===== config.mk =====
export PLATFORM = sky130hd
export DESIGN_NAME = module_dac_spi_driver
export DESIGN_NICKNAME = d
export VERILOG_FILES = /design/src/rtl/module_dac_spi_driver_pkg.sv /design/src/rtl/module_dac_sclk_tick.sv /design/src/rtl/module_dac_spi_driver.sv
export SDC_FILE = /design/constraint.sdc
export NUM_CORES = 1
export LEC_CHECK = 0
export ABC_CLOCK_PERIOD_IN_PS = 5400
export BUFFER_PORTS_ARGS = -buffer_cell sky130_fd_sc_hd__buf_2
export CAP_MARGIN = 40
export CORE_MARGIN = 2
export CORE_UTILIZATION = 45
export DETAILED_ROUTE_END_ITERATION = 16
export PLACE_DENSITY_LB_ADDON = 0.15
export SYNTH_ARGS = -nofsm -noshare
export SYNTH_HDL_FRONTEND = slang
export SYNTH_SLANG_ARGS = --single-unit

===== constraint.sdc =====
create_clock -name clk_in -period 5.4 [get_ports clk_in]
set_input_delay 0 -clock clk_in [delete_from_list [all_inputs] [get_ports clk_in]]
set_output_delay 0 -clock clk_in [all_outputs]
set_load 0.005 [all_outputs]

===== src/rtl/module_dac_spi_driver_pkg.sv =====
// Shared definitions for the DAC SPI driver: state encoding, frame length
// and the default command nibble.
package module_dac_spi_driver_pkg;

    typedef enum logic [1:0] {
        IDLE  = 2'd0,
        SHIFT = 2'd1,
        HOLD  = 2'd2,
        LDAC  = 2'd3
    } state_e;

    localparam int         FRAME_LEN       = 16;
    localparam logic [3:0] DEFAULT_DAC_CMD = 4'b0011;

endpackage


===== src/rtl/module_dac_sclk_tick.sv =====
// Half-period divider for the DAC serial clock: one-cycle tick every CLK_DIV
// cycles while enabled; the count returns to 0 whenever it is disabled.
module module_dac_sclk_tick #(
    parameter int unsigned CLK_DIV = 4
) (
    input  logic clk_in,
    input  logic reset_n,
    input  logic en,
    output logic tick
);

    localparam logic [7:0] LAST = 8'(CLK_DIV - 1);

    logic [7:0] cnt_q;
    logic [7:0] cnt_d;

    always_comb begin
        cnt_d = cnt_q;
        if (!en || cnt_q == LAST) begin
            cnt_d = '0;
        end else begin
            cnt_d = cnt_q + 8'd1;
        end
    end

    always_ff @(posedge clk_in) begin
        if (!reset_n) begin
            cnt_q <= '0;
        end else begin
            cnt_q <= cnt_d;
        end
    end

    assign tick = en && (cnt_q == LAST);

endmodule


===== src/rtl/module_dac_spi_driver.sv =====
// 16-bit SPI frame driver for a DAC with a one-deep pending word buffer.
// Define DAC_LDAC_PULSE_EN to append an active-low LDAC strobe after each frame.
module module_dac_spi_driver
    import module_dac_spi_driver_pkg::*;
#(
    parameter int unsigned CLK_DIV = 4,
    parameter logic [3:0]  DAC_CMD = DEFAULT_DAC_CMD
) (
    input  logic        clk_in,
    input  logic        reset_n,
    input  logic [11:0] dac_word,
    input  logic        load,
    output logic        sclk,
    output logic        sdi,
    output logic        cs_n,
    output logic        ldac_n,
    output logic        busy,
    output logic        done,
    output logic        overrun
);

    localparam logic [3:0] BIT_TOP = 4'(FRAME_LEN - 1);

    state_e                 state_q, state_d;
    logic [FRAME_LEN-1:0]   shreg_q, shreg_d;
    logic [3:0]             bit_cnt_q, bit_cnt_d;
    logic                   sclk_q, sclk_d;
    logic                   load_q;
    logic                   pend_valid_q, pend_valid_d;
    logic [11:0]            pend_word_q, pend_word_d;
    logic                   overrun_q, overrun_d;

    logic        tick;
    logic        busy_int;
    logic        load_edge;
    logic        edge_busy;
    logic        pend_valid_eff;
    logic [11:0] pend_word_eff;
    logic        frame_end;

    module_dac_sclk_tick #(
        .CLK_DIV (CLK_DIV)
    ) u_tick (
        .clk_in  (clk_in),
        .reset_n (reset_n),
        .en      (busy_int),
        .tick    (tick)
    );

    assign busy_int  = (state_q != IDLE);
    assign load_edge = load && !load_q;
    assign edge_busy = load_edge && busy_int;

    // A busy-time edge is folded into the pending slot before frame end looks
    // at it, so an edge landing on the done cycle still chains the next frame.
    assign pend_valid_eff = pend_valid_q || edge_busy;
    assign pend_word_eff  = edge_busy ? dac_word : pend_word_q;

`ifdef DAC_LDAC_PULSE_EN
    assign frame_end = (state_q == LDAC) && tick;
`else
    assign frame_end = (state_q == HOLD) && tick;
`endif

    // NOTE: every always_comb target gets a default first so no path leaves a latch.
    always_comb begin
        state_d      = state_q;
        shreg_d      = shreg_q;
        bit_cnt_d    = bit_cnt_q;
        sclk_d       = sclk_q;
        pend_valid_d = pend_valid_eff;
        pend_word_d  = pend_word_eff;
        overrun_d    = edge_busy && pend_valid_q;

        case (state_q)
            IDLE: begin
                if (load_edge) begin
                    state_d   = SHIFT;
                    shreg_d   = {DAC_CMD, dac_word};
                    bit_cnt_d = BIT_TOP;
                    sclk_d    = 1'b0;
                end
            end
            SHIFT: begin
                if (tick) begin
                    if (!sclk_q) begin
                        sclk_d = 1'b1;
                    end else begin
                        sclk_d = 1'b0;
                        if (bit_cnt_q == 4'd0) begin
                            state_d = HOLD;
                        end else begin
                            shreg_d   = {shreg_q[FRAME_LEN-2:0], 1'b0};
                            bit_cnt_d = bit_cnt_q - 4'd1;
                        end
                    end
                end
            end
            HOLD: begin
`ifdef DAC_LDAC_PULSE_EN
                if (tick) begin
                    state_d = LDAC;
                end
`endif
            end
            LDAC: begin
`ifndef DAC_LDAC_PULSE_EN
                state_d = IDLE;
`endif
            end
        endcase

        if (frame_end) begin
            if (pend_valid_eff) begin
                state_d      = SHIFT;
                shreg_d      = {DAC_CMD, pend_word_eff};
                bit_cnt_d    = BIT_TOP;
                sclk_d       = 1'b0;
                pend_valid_d = 1'b0;
            end else begin
                state_d = IDLE;
            end
        end
    end

    // NOTE: sequential state uses non-blocking assignments; reset is synchronous.
    always_ff @(posedge clk_in) begin
        if (!reset_n) begin
            state_q      <= IDLE;
            shreg_q      <= '0;
            bit_cnt_q    <= '0;
            sclk_q       <= 1'b0;
            load_q       <= 1'b0;
            pend_valid_q <= 1'b0;
            pend_word_q  <= '0;
            overrun_q    <= 1'b0;
        end else begin
            state_q      <= state_d;
            shreg_q      <= shreg_d;
            bit_cnt_q    <= bit_cnt_d;
            sclk_q       <= sclk_d;
            load_q       <= load;
            pend_valid_q <= pend_valid_d;
            pend_word_q  <= pend_word_d;
            overrun_q    <= overrun_d;
        end
    end

    assign sclk    = sclk_q;
    assign sdi     = (state_q == SHIFT) && shreg_q[FRAME_LEN-1];
    assign cs_n    = (state_q != SHIFT);
    assign busy    = busy_int;
    assign done    = frame_end;
    assign overrun = overrun_q;

`ifdef DAC_LDAC_PULSE_EN
    assign ldac_n = (state_q != LDAC);
`else
    assign ldac_n = 1'b1;
`endif

endmodule

# ---- Word level (Yosys, flattened, before mapping)
# Cells that the tools add are included.
dict set report word_totals {
  reg_bits 46
  in_bits 15
  out_inout_bits 7
  word_cells 66
}
dict set report classes {
  n_addsub 2
  n_eq_ne 9
  mux 28
  bitwise 1
  reduce_logical 17
}
# op n
set ops {}
lappend ops {{$mux W16} 6}
lappend ops {{$pmux W16 S2} 1}
lappend ops {{$mux W4} 6}
lappend ops {{$mux W12} 1}
lappend ops {{$ne A3 B3 Y1 const B} 4}
lappend ops {{$mux W2} 5}
lappend ops {{$add A8 B1 Y8 const B} 1}
lappend ops {{$eq A8 B2 Y1 const B} 1}
lappend ops {{$pmux W4 S2} 1}
lappend ops {{$logic_and A1 B1 Y1} 6}
lappend ops {{$mux W1} 6}
lappend ops {{$pmux W2 S3} 1}
lappend ops {{$reduce_and A5 Y1} 1}
lappend ops {{$eq A2 B2 Y1 const B} 2}
lappend ops {{$logic_not A4 Y1} 1}
lappend ops {{$reduce_bool A4 Y1} 1}
lappend ops {{$reduce_or A2 Y1} 2}
lappend ops {{$sub A4 B1 Y4 const B} 1}
lappend ops {{$eq A2 B1 Y1 const B} 1}
lappend ops {{$logic_not A1 Y1} 2}
lappend ops {{$logic_not A2 Y1} 1}
lappend ops {{$logic_or A1 B1 Y1} 2}
lappend ops {{$ne A2 B1 Y1 const B} 1}
lappend ops {{$pmux W1 S2} 1}
lappend ops {{2 further kinds} 2}

# ---- Longest topological paths before layout
# Gate-level depths: netlist of the first run.
dict set report depth {
  depth_word 7
  depth_mapped 8
}

# ---- Cells and area by module
# A second synthesis of the first run with hierarchy kept.
dict set report hier_totals {
  cells_unflattened 208
  area_unflattened_um2 2122.0
}
# module n_inst cells_each area_per_inst_um2
set modules_own_cells {}
lappend modules_own_cells {module_dac_spi_driver 1 169 1776.7}
lappend modules_own_cells {module_dac_sclk_tick 1 39 345.3}

# ---- Worst setup path before layout of the first run
# OpenSTA, ideal clock, no wires.
dict set report synth_timing {
  path_kind {register to register}
  start {register u_tick.cnt_q[0]}
  end {register shreg_q[10]}
  arrival_time_ns 2.228
  t_required_ns 5.305
  setup_slack_ns 3.077
  stages_incl_launch_ff 9
  path_buffers 3
  path_cell_list {dfxtp_1 -> ha_1 -> or4b_1 -> buf_2 -> or4_4 -> buf_6 -> buf_6 -> mux2i_1 -> a221oi_1}
}
dict set report synth_via {
  elab_chain_len 6
  word_cells_on_any_way 7
  classes_between {eq/ne (1); mux (4); reduce/logical (2)}
}
# item line
set synth_rtl {}
lappend synth_rtl {{start, declared} module_dac_sclk_tick.sv:14} ;# logic [7:0] cnt_q;
lappend synth_rtl {{start signal, assigned} module_dac_sclk_tick.sv:30} ;# cnt_q <= cnt_d;
lappend synth_rtl {{$eq A8 B2 Y1 *} module_dac_sclk_tick.sv:34} ;# assign tick = en && (cnt_q == LAST);
lappend synth_rtl {{$logic_and A1 B1 Y1 *} module_dac_sclk_tick.sv:34}
lappend synth_rtl {{$mux W16} module_dac_spi_driver.sv:85} ;# if (tick) begin
lappend synth_rtl {{$pmux W16 S2} module_dac_spi_driver.sv:75} ;# case (state_q)
lappend synth_rtl {{$mux W16} module_dac_spi_driver.sv:114} ;# if (pend_valid_eff) begin
lappend synth_rtl {{$mux W16 *} module_dac_spi_driver.sv:113} ;# if (frame_end) begin
lappend synth_rtl {{end signal, assigned} module_dac_spi_driver.sv:139} ;# shreg_q <= shreg_d;
lappend synth_rtl {{end, declared} module_dac_spi_driver.sv:25} ;# logic [FRAME_LEN-1:0] shreg_q, shreg_d;
# Mark *: on every way between the ends. The rest lies on a longest branch, timed or not.
# A chain may end at the register's enable or synchronous reset.

# ---- Final worst setup path of the first run
dict set report layout_timing {
  start {register u_tick.cnt_q[0]}
  end {register shreg_q[0]}
}
# Same word-level chain as after synthesis.

==> run summary, run 1 <==
VDD IR max: 131.8 µV
Post-synth EDFFs: 0
Worst r2r path cells: 5
Post_cts resized: 0
Crit-path max cell delay: 0.87 ns
GP Congestion: 0.8496
Core ar.: 4692 µm²
Leakage: 1.000 nW
Die outline height: 73.70 µm
# setup viols final: 0
CTS Root Cell: clkbuf_8
Worst r2r src: u_tick.cnt_q[0]
Number of port buffers: 20
Hold Path Depth: 2
Die Area: 5431 µm²
Post-DP HPWL: 3.189 mm
Share of cells above drive strength 1: 0.1396
Post-synthesis sequential element count: 46
Critical path class: reg -> reg
Mapped Area: 2186 µm²
Max Fclk: 399.7 MHz
Rows: 25
Met1 Use GR: 0.2743
Dominant cells by area after synthesis: dfxtp_1 (42%), mux2i_1 (11%), a221oi_1 (5.2%)
Worst hold start: reset_n
Worst path arrival time: 2.71 ns
Largest net degree at the start of global routing: 30
Busiest grt layer: met2
R2R Setup Slk: 2.90 ns
Critical path startpoint category: register
DR iter-0 viols: 211
Finished layout cell area: 2522 µm²
Worst hold endpoint: pend_word_q[1]
Number of post-CTS setup repair buffers: 0
TNS Setup: 0 ns
Period minus WS final: 2.502 ns
DRT Pass-1 Iters: 4
Primary FF master, synth: dfxtp_1
Post-synthesis cell type count: 50
Worst setup startpoint: u_tick.cnt_q[0]
Clock latency on the worst-skew pair: 0.30 ns
Total global-route track usage: 0.1891
Crit-path cells: ha_1 > nor4b_2 > o2111a_1 > a21oi_1 > a221oi_1
Hold buffers post-CTS: 12
H-tree depth: 2
Gr ovfl total: 0
Max-Cap Viols: 0
Syn. warnings: 0
Final ANT Viol Nets: 0
Diode count: 0
Top-area cell type share of the netlist area: 0.4213
Worst EP required: 5.61 ns
Register area share after synthesis: 0.4213
DRC Markers: 0
# nets final: 281
Fraction of registers with async set/reset: 0
Met2 Track Usage GR: 0.2748
Clock slew at reported path FFs: 0.09 ns
TritonCTS Buffers: 5
Vias per std cell: 5.661
Wire per inst: 14.86 µm
Slowest CP cell: o2111a_1
First-pass GRT wire length: 7.941 mm
CTS sink cnt: 46
Area Overhead vs Synth: 15.40%
Final Hold Viols: 0
Peak fanout along the critical path: 25
I/O pins: 22
Initial Util: 0.4659
Die W: 73.70 µm
Grt met3 use: 0.04938
Syn Area/Cell: 9.184 µm²
Vias: 1806
Via count of the first global-routing pass: 1641
Fillers: 458
WL final: 4.739 mm
Cell area power density: 268.1 nW/µm²
CTS tree: built
Final Cycle Share: 0.4633
CTS Buffer Depth: 2
Reg2reg end: shreg_q[0]
Mapped Cells: 238
Hold crit path type: in -> reg
Initial antenna violation count: 0
Status: finished clean
Final Skew: 0.008891 ns
Area post-placement: 2297 µm²
Post-synth top area cell: dfxtp_1
Crit. End Element: register
Slew headroom: 0.4164
Unrepaired setup endpoints after global routing: false
Post-synth net total: 255
Pins Over Slew Limit: 0
Worst Max-Slew Pin Slew: 0.8754 ns
[critical path: cells and delay by family, from the launching register on]
kind / cells / cell delay, ns
AND/OR/NAND/NOR: 1 / 0.55
adder cells (fa/ha/maj): 1 / 0.24
flip-flops: 1 / 0.35
AO/OA/AOI/OAI: 3 / 1.27
[placed cells by master, fill, tap and decap left out, types with 4 or more instances in the layout]
| cell type | synthesis | layout |
|---|---|---|
| and2_1 | 12 | 12 |
| o21ai_0 | 6 | 6 |
| nand2_1 | 9 | 9 |
| a221oi_1 | 13 | 13 |
| dfxtp_1 | 46 | 46 |
| xor2_1 | 4 | 4 |
| a21oi_1 | 15 | 15 |
| nand3_1 | 10 | 10 |
| buf_2 | 2 | 20 |
| mux2i_1 | 23 | 23 |
| inv_1 | 5 | 5 |
| nor2_1 | 25 | 25 |
| dlygate4sd3_1 | 0 | 12 |
| and3_1 | 5 | 5 |
| clkbuf_8 | 0 | 7 |
[layer usage]
metal  vias up  share of wire
met3         5          0.037
met2        33           0.44
met1       845           0.51
li1        923              -
met4         0          0.012
met5         -              0
[layout make-up]
type | instances | area [µm²] | area share
Clock inverter | 1 | 8.758 | 0.003472
Sequential cell | 46 | 920.9 | 0.3651
Clock buffer | 7 | 96.34 | 0.03819
Tap cell | 54 | 67.56 | 0.02679
Timing Repair Buffer | 34 | 235.2 | 0.09325
Multi-Input combinational cell | 169 | 1164 | 0.4613
Inverter | 8 | 30.03 | 0.01190
[registers in the layout, indices dropped and copies added (netlist names)]
name and count:
overrun 1, bit_cnt_q 4, load_q 1, state_q 2
u_tick.cnt_q 8, pend_valid_q 1, sclk 1, pend_word_q 12
shreg_q 16
[power by group]
part	internal [mW]	switching, mW
combinational	0.0352	0.0411
sequential	0.354	0.00963
clock	0.117	0.119
[worst max path at each step]
stage	end	slack, ns
after floorplan	shreg_q[10]	3.08
after global placement	shreg_q[6]	3.02
after detailed placement	shreg_q[2]	2.92
after CTS	shreg_q[2]	2.91
after global routing	shreg_q[0]	2.60
final	shreg_q[0]	2.90
[Yosys cell counts (2+ instances only)]
cell type / count
nor2_1: 25
a41oi_1: 3
and2_1: 12
nor3b_1: 2
nor3_1: 2
o31ai_1: 2
nor4_1: 3
inv_1: 5
nand2_1: 9
xnor2_1: 2
inv_2: 3
buf_6: 2
clkbuf_1: 9
mux2i_1: 23
a221oi_1: 13
ha_1: 2
nor2b_1: 3
dfxtp_1: 46
xor2_1: 4
or4b_1: 3
a211oi_1: 2
a21oi_1: 15
and3_1: 5
or3_1: 2
o21ai_0: 6
nand3_1: 10
buf_2: 2
[per-stage QoR]
step	setup slack [ns]	util	power (mW)	hold WS [ns]	std cells
6_report	2.898	0.5376	0.6763	0.02463	319
5_1_grt	2.596	0.5376	0.7086	0.02312	319
4_1_cts	2.906	0.5376	0.6823	0.01160	319
3_5_place_dp	2.923	0.4896	0.4409	0.2635	299
3_3_place_gp	3.021	0.4896	0.4403	0.2634	299
2_1_floorplan	3.077	-	0.4193	0.1217	238
[logic make-up (layout without fill, tap and decap cells)]
| kind of cell | count (synthesis) | after routing | synth area share |
|---|---|---|---|
| and+or+nand+nor | 83 | 83 | 0.2129 |
| AOI/OAI and AO/OA | 54 | 54 | 0.1740 |
| DFF | 46 | 46 | 0.4213 |
| muxes | 23 | 23 | 0.1053 |
| buffers and inverters | 23 | 50 | 0.04923 |
| xor gates and xnor gates | 6 | 6 | 0.02404 |
| adders and majority gates | 2 | 2 | 0.01145 |
| other | 1 | 1 | 0.001716 |
Power figures use the tool's default switching activity.
==> run 2, diff against run 1 <==
ABC_AREA = 1   (was not set)
ABC_CLOCK_PERIOD_IN_PS = 2600   (was 5400)
clock period = 2.6 ns   (was 5.4 ns; I/O delays follow)
==> run 2 against run 1 <==
Clock-buffer cell count shrank 1; die area grew 8.2%; routed wire length grew 14%; maximum frequency grew 35%; cell count grew 37%; sequential power grew to 2.5 times the previous value; sequential share of layout area shrank 0.87 points.
==> run summary, run 2 <==
Status: finished clean
Post-synthesis cell type count: 31 (-38%)
CTS tree: built
Final Hold Viols: 0 (unchanged)
Cell area power density: 821.7 nW/µm² (+210%)
Pins Over Slew Limit: 0 (unchanged)
Worst EP required: 2.79 ns (-2.82 ns)
DRT Pass-1 Iters: 4 (unchanged)
Slowest CP cell: dfxtp_1
Area share of fa/ha/maj cells after synthesis: 0.01054 (-0.0009108)
Clock slew at reported path FFs: 0.08 ns (about the same)
Primary FF master, synth: dfxtp_1
Die W: 76.65 µm (+4.0%)
Number of port buffers: 20 (unchanged)
CTS Buffer Depth: 2 (unchanged)
Top reg by flops: shreg_q
Hold Path Depth: 3 (+1)
Post-synth top area cell: dfxtp_1
Crit-path cells: ha_1 > nand2_1 > nor2_8 > nand3_4 > nand2_1 > inv_1 > nor2_1 > a21oi_1
Area Overhead vs Synth: 8.799%
Vias: 2173 (+20%)
DR iter-0 viols: 114 (-46%)
Finished layout cell area: 2584 µm² (+2.4%)
Vias per std cell: 4.984 (-12%)
Worst hold start: dac_word[4]
Fraction of registers with async set/reset: 0 (unchanged)
Worst Max-Slew Pin Slew: 0.7028 ns (-0.1726 ns)
Most common cell after layout, fill and taps aside: nand2_1
Worst r2r src: u_tick.cnt_q[0]
List of most frequent post-synthesis cells: nand2_1 (82), nor2_1 (62), dfxtp_1 (46)
Dominant cells by area after synthesis: dfxtp_1 (39%), nand2_1 (13%), nor2_1 (9.8%)
Post-synthesis mux area share: 0 (-0.1053)
Leakage: 1.121 nW (+12%)
Core ar.: 5107 µm² (+8.9%)
Mapped Area: 2375 µm² (+8.6%)
CTS Root Cell: clkbuf_8
VDD IR max: 328.6 µV (+150%)
Slew headroom: 0.5309 (+0.1145)
Commonest cells after routing, fill and taps aside: nand2_1 (82), nor2_1 (62), dfxtp_1 (46), a21oi_1 (38), inv_1 (34)
Final WS setup: 0.7490 ns (-2.149 ns)
Syn. warnings: 0 (unchanged)
Initial antenna violation count: 0 (unchanged)
R2R Setup Slk: 0.75 ns (-2.15 ns)
Hold crit path type: in -> reg
Crit. End Element: register
Die Area: 5874 µm² (+8.2%)
Post-synthesis xor/xnor area fraction: 0.003688 (-0.02035)
Critical path class: reg -> reg
First-pass GRT wire length: 9.321 mm (+17%)
Top Registers: shreg_q x16, pend_word_q x12, u_tick.cnt_q x8
WL final: 5.402 mm (+14%)
Syn Area/Cell: 6.824 µm² (-26%)
Finished Layout Cells: 436 (+37%)
Top-area cell type share of the netlist area: 0.3878 (-0.03352)
Worst hold endpoint: pend_word_q[4]
Worst r2r path cells: 8 (+3)
Total global-route track usage: 0.1977 (+0.008557)
GP Congestion: 0.8048 (-5.3%)
# setup viols final: 0 (unchanged)
Max Fclk: 540.3 MHz (+35%)
DRC Markers: 0 (unchanged)
# nets final: 384 (+37%)
Unrepaired setup endpoints after global routing: false
Worst path arrival time: 2.04 ns (-0.67 ns)
Dpl cells: 428 (+43%)
H-tree depth: 2 (unchanged)
Top-count cell post-synth: nand2_1
TritonCTS Buffers: 5 (unchanged)
CTS sink cnt: 46 (unchanged)
Pre-CTS worst setup slack: 0.7572 ns (-2.166 ns)
Final ANT Viol Nets: 0 (unchanged)
Wire per inst: 12.39 µm (-17%)
Final Skew: 0.003217 ns (-0.005674 ns)
Rows: 26 (+4.0%)
Post-synth EDFFs: 0 (unchanged)
Final Cycle Share: 0.7119 (+0.2486)
Max-Cap Viols: 0 (unchanged)
Largest register FFs: 16 (unchanged)
Post_cts resized: 0 (unchanged)
Peak fanout along the critical path: 15 (-40%)
Largest net degree at the start of global routing: 21 (-30%)
Period minus WS final: 1.851 ns (-0.6508 ns)
Clock latency on the worst-skew pair: 0.29 ns (about the same)
Initial Util: 0.4650 (-0.0008983)
Gr ovfl total: 0 (unchanged)
Critical path startpoint category: register
Cell mode on critical path: nand2_1
Die outline height: 76.65 µm (+4.0%)
Share of cells above drive strength 1: 0.1257 (-0.01394)
Post-synth net total: 365 (+43%)
Reg2reg end: shreg_q[3]
Synth Area in Simple Gates: 0.3699 (+0.1569)
Area post-placement: 2481 µm² (+8.0%)
Main combinational cell family by area after synthesis: simple AND/OR/NAND/NOR gates
I/O pins: 22 (unchanged)
Compound-Gate Fraction of Synth Area: 0.1259 (-0.04809)
TNS Setup: 0 ns (unchanged)
Post-DP HPWL: 3.723 mm (+17%)
Register area share after synthesis: 0.3878 (-0.03352)
Crit-path max cell delay: 0.36 ns (-0.51 ns)
Via count of the first global-routing pass: 2076 (+27%)
Post-synthesis sequential element count: 46 (unchanged)
Mapped Cells: 348 (+46%)
Final core occ: 0.5059 (-0.03172)
Diode count: 0 (unchanged)
-- run 2: area by class of cell --
class | instances | area, µm²
clock buffers | 6 | 82.58
flip-flops and latches | 46 | 920.9
multi-input cells | 252 | 1215
fillers | 537 | 2524
well taps | 70 | 87.58
inverters | 38 | 142.6
repair buffers | 24 | 135.1
-- run 2: worst max path at each step --
stage | from | endpoint
global placement | u_tick.cnt_q[0] | shreg_q[10]
detailed placement | u_tick.cnt_q[0] | shreg_q[8]
finish | u_tick.cnt_q[0] | shreg_q[3]
floorplan | u_tick.cnt_q[0] | shreg_q[4]
global route | u_tick.cnt_q[0] | shreg_q[10]
CTS | u_tick.cnt_q[0] | shreg_q[3]
-- run 2: layer usage --
| metal | vias to the layer above | part of all wire | routed length (µm) | GRT usage |
|---|---|---|---|---|
| met1 | 989 | 0.46 | 2493 | 0.2419 |
| met2 | 39 | 0.49 | 2652 | 0.3469 |
| met4 | 0 | 0.0068 | 37 | 0.04727 |
| met5 | - | 0 | 0 | 0 |
| li1 | 1141 | - | - | - |
| met3 | 4 | 0.040 | 218 | 0.05095 |
-- run 2: cells by family (layout without fill, tap and decap cells) --
| family | Yosys count | count (layout) |
|---|---|---|
| and+or+nand+nor | 190 | 190 |
| AOI/OAI and AO/OA | 58 | 58 |
| buffers and inverters | 50 | 68 |
| DFF | 46 | 46 |
| adders and majority gates | 2 | 2 |
| other | 1 | 1 |
| xor gates and xnor gates | 1 | 1 |
-- run 2: worst max-delay path: cells and delay by family, from the launching register on --
family / cells / cell delay (ns)
AOI/OAI and AO/OA: 1 / 0.05
and+or+nand+nor: 5 / 0.93
adders and majority gates: 1 / 0.20
buffers and inverters: 1 / 0.19
DFF: 1 / 0.36
-- run 2: where the power goes --
part	internal [mW]	switching [mW]	total (mW)
clock	0.205	0.222	0.428
sequential	0.839	0.0809	0.920
combinational	0.255	0.520	0.775
-- run 2: through the flow --
stage | power [mW] | hold slack [ns]
after CTS | 2.143 | 0.004194
after global placement | 1.699 | 0.2107
final | 2.123 | 0.009844
after detailed placement | 1.708 | 0.2135
after floorplan | 1.542 | 0.09345
after global routing | 2.311 | 0.008153
-- run 2: what timing repair did --
item                      in CTS  in global routing
hold endpoints to repair       1                  0
hold buffers                   2                  0
setup buffers                  0                  0
==> run 3, diff against run 2 <==
ABC_AREA = 0   (was 1)
ABC_CLOCK_PERIOD_IN_PS = 1480   (was 2600)
clock period = 1.48 ns   (was 2.6 ns; I/O delays follow)
==> run 3 against run 2 <==
The flow now finishes with violations (negative setup slack); highest routed layer unchanged; critical path depth decreased by 3; critical endpoint is now shreg_q[8]; first-iteration DRC count increased by 13%; clock skew about the same; die area decreased by 7.5%.
==> run summary, run 3 (synthesis results as in run 1) <==
Status: finished with violations
Failing checks: negative setup slack
Worst setup startpoint: u_tick.cnt_q[1]
R2R Setup Slk: -0.54 ns (-1.29 ns)
Final Cycle Share: 1.363 (+0.6507)
Worst path arrival time: 2.24 ns (+0.20 ns)
Max Fclk: 495.9 MHz (-8.2%)
Crit path buffers/inverters: 0 (-1)
Largest register FFs: 16 (unchanged)
Period minus WS final: 2.017 ns (+0.1657 ns)
Final Skew: 0.003442 ns (+0.0002253 ns)
Max-Cap Viols: 0 (unchanged)
Cell area power density: 820.7 nW/µm² (-0.12%)
CTS Root Cell: clkbuf_8
Leakage: 1.327 nW (+18%)
Largest net degree at the start of global routing: 26 (+24%)
Area post-placement: 2668 µm² (+7.5%)
Crit. End Element: register
Worst Hold Margin: 0.009317 ns (-0.0005266 ns)
Via count of the first global-routing pass: 2116 (+1.9%)
Slowest CP cell: or4_4
CTS sink cnt: 46 (unchanged)
First-pass GRT wire length: 9.922 mm (+6.4%)
Wire per inst: 16.43 µm (+33%)
TNS Setup: -10.46 ns (-10.46 ns)
Worst EP required: 1.70 ns (-1.09 ns)
# nets final: 333 (-13%)
Critical path startpoint category: register
Final WS setup: -0.5367 ns (-1.286 ns)
Power Total: 2.713 mW (+28%)
I/O pins: 22 (unchanged)
Vias per std cell: 5.744 (+15%)
VDD IR max: 519.9 µV (+58%)
Total global-route track usage: 0.2354 (+0.03767)
Number of port buffers: 20 (unchanged)
Crit path max-delay family: simple AND/OR/NAND/NOR gates
Vias: 2131 (-1.9%)
H-tree depth: 2 (unchanged)
Rows: 25 (-3.8%)
Fillers: 362 (-33%)
Area Overhead vs Synth: 51.23%
Crit-path max cell delay: 0.55 ns (+0.19 ns)
Diode count: 0 (unchanged)
Final core occ: 0.7045 (+0.1987)
Worst r2r src: u_tick.cnt_q[1]
Core ar.: 4692 µm² (-8.1%)
Die Area: 5431 µm² (-7.5%)
CTS Buffer Depth: 2 (unchanged)
WL final: 6.096 mm (+13%)
Final Hold Viols: 0 (unchanged)
Unrepaired setup endpoints after global routing: true
Post-DP HPWL: 3.673 mm (-1.3%)
Die W: 73.70 µm (-3.8%)
CTS tree: built
Clock slew at reported path FFs: 0.09 ns (about the same)
Dpl cells: 340 (-21%)
Top Registers: shreg_q x16, pend_word_q x12, u_tick.cnt_q x8
Commonest cells after routing, fill and taps aside: dfxtp_1 (43), buf_4 (42), mux2i_1 (20), buf_2 (20), nor2_1 (18)
GP Congestion: 0.8639 (+7.3%)
Initial antenna violation count: 0 (unchanged)
TritonCTS Buffers: 5 (unchanged)
Die outline height: 73.70 µm (-3.8%)
Share of cells above drive strength 1: 0.4416 (+0.3160)
Gr ovfl total: 0 (unchanged)
Pre-CTS worst setup slack: -0.6419 ns (-1.399 ns)
Peak fanout along the critical path: 8 (-7)
Clock latency on the worst-skew pair: 0.30 ns (about the same)
# setup viols final: 24 (+24)
Pins Over Slew Limit: 0 (unchanged)
Finished layout cell area: 3306 µm² (+28%)
DRC Markers: 0 (unchanged)
Hold crit path type: in -> reg
DR iter-0 viols: 129 (+13%)
DRT Pass-1 Iters: 4 (unchanged)
Final ANT Viol Nets: 0 (unchanged)
Critical path class: reg -> reg
Worst hold start: dac_word[2]
Most common cell after layout, fill and taps aside: dfxtp_1
Crit-path cells: ha_4 > or4b_4 > or4_4 > mux2i_2 > a221oi_2
Top reg by flops: shreg_q
Initial Util: 0.4659 (+0.0008983)
Finished Layout Cells: 371 (-15%)
## run 3: final timing paths
check | to | cells past startpoint
setup / recovery | shreg_q[8] | 5
hold / removal | pend_word_q[2] | 3
setup reg to reg | shreg_q[8] | 5
hold reg to reg | shreg_q[2] | 2
## run 3: layout make-up
| cell class | instances | area (µm²) | share of cell area |
|---|---|---|---|
| Multi-Input combinational cell | 170 | 1488 | 0.4500 |
| Sequential cell | 46 | 924.6 | 0.2797 |
| Timing Repair Buffer | 85 | 683.2 | 0.2067 |
| Clock buffer | 5 | 68.82 | 0.02082 |
| Tap cell | 54 | 67.56 | 0.02044 |
| Clock inverter | 3 | 43.79 | 0.01325 |
| Inverter | 8 | 30.03 | 0.009084 |
## run 3: report_power, final
| part | leakage, nW | internal [mW] | switching (mW) |
|---|---|---|---|
| Combinational | 0.892 | 0.201 | 0.222 |
| Sequential | 0.377 | 1.29 | 0.0349 |
| Clock | 0.0585 | 0.507 | 0.457 |
| Total | 1.33 | 2.00 | 0.714 |
## run 3: layer usage
layer / vias up / GRT usage / wire, µm
met5: - / 0 / 0
met1: 1025 / 0.2957 / 2706
met2: 58 / 0.3938 / 2976
met4: 0 / 0.09091 / 176
met3: 17 / 0.04801 / 236
li1: 1031 / - / -
## run 3: worst register-to-register path, stage by stage (launching register included)
cell      delay [ns]
dfxtp_2         0.36
ha_4            0.13
or4b_4          0.48
or4_4           0.55
mux2i_2         0.20
a221oi_2        0.22
## run 3: timing repair
item,CTS,global route
endpoints found under the setup margin,32,40
resized for setup,44,28
setup buffers,9,6
gates cloned,1,0
hold buffers,10,0
pin swaps,25,25
hold endpoints to repair,10,0
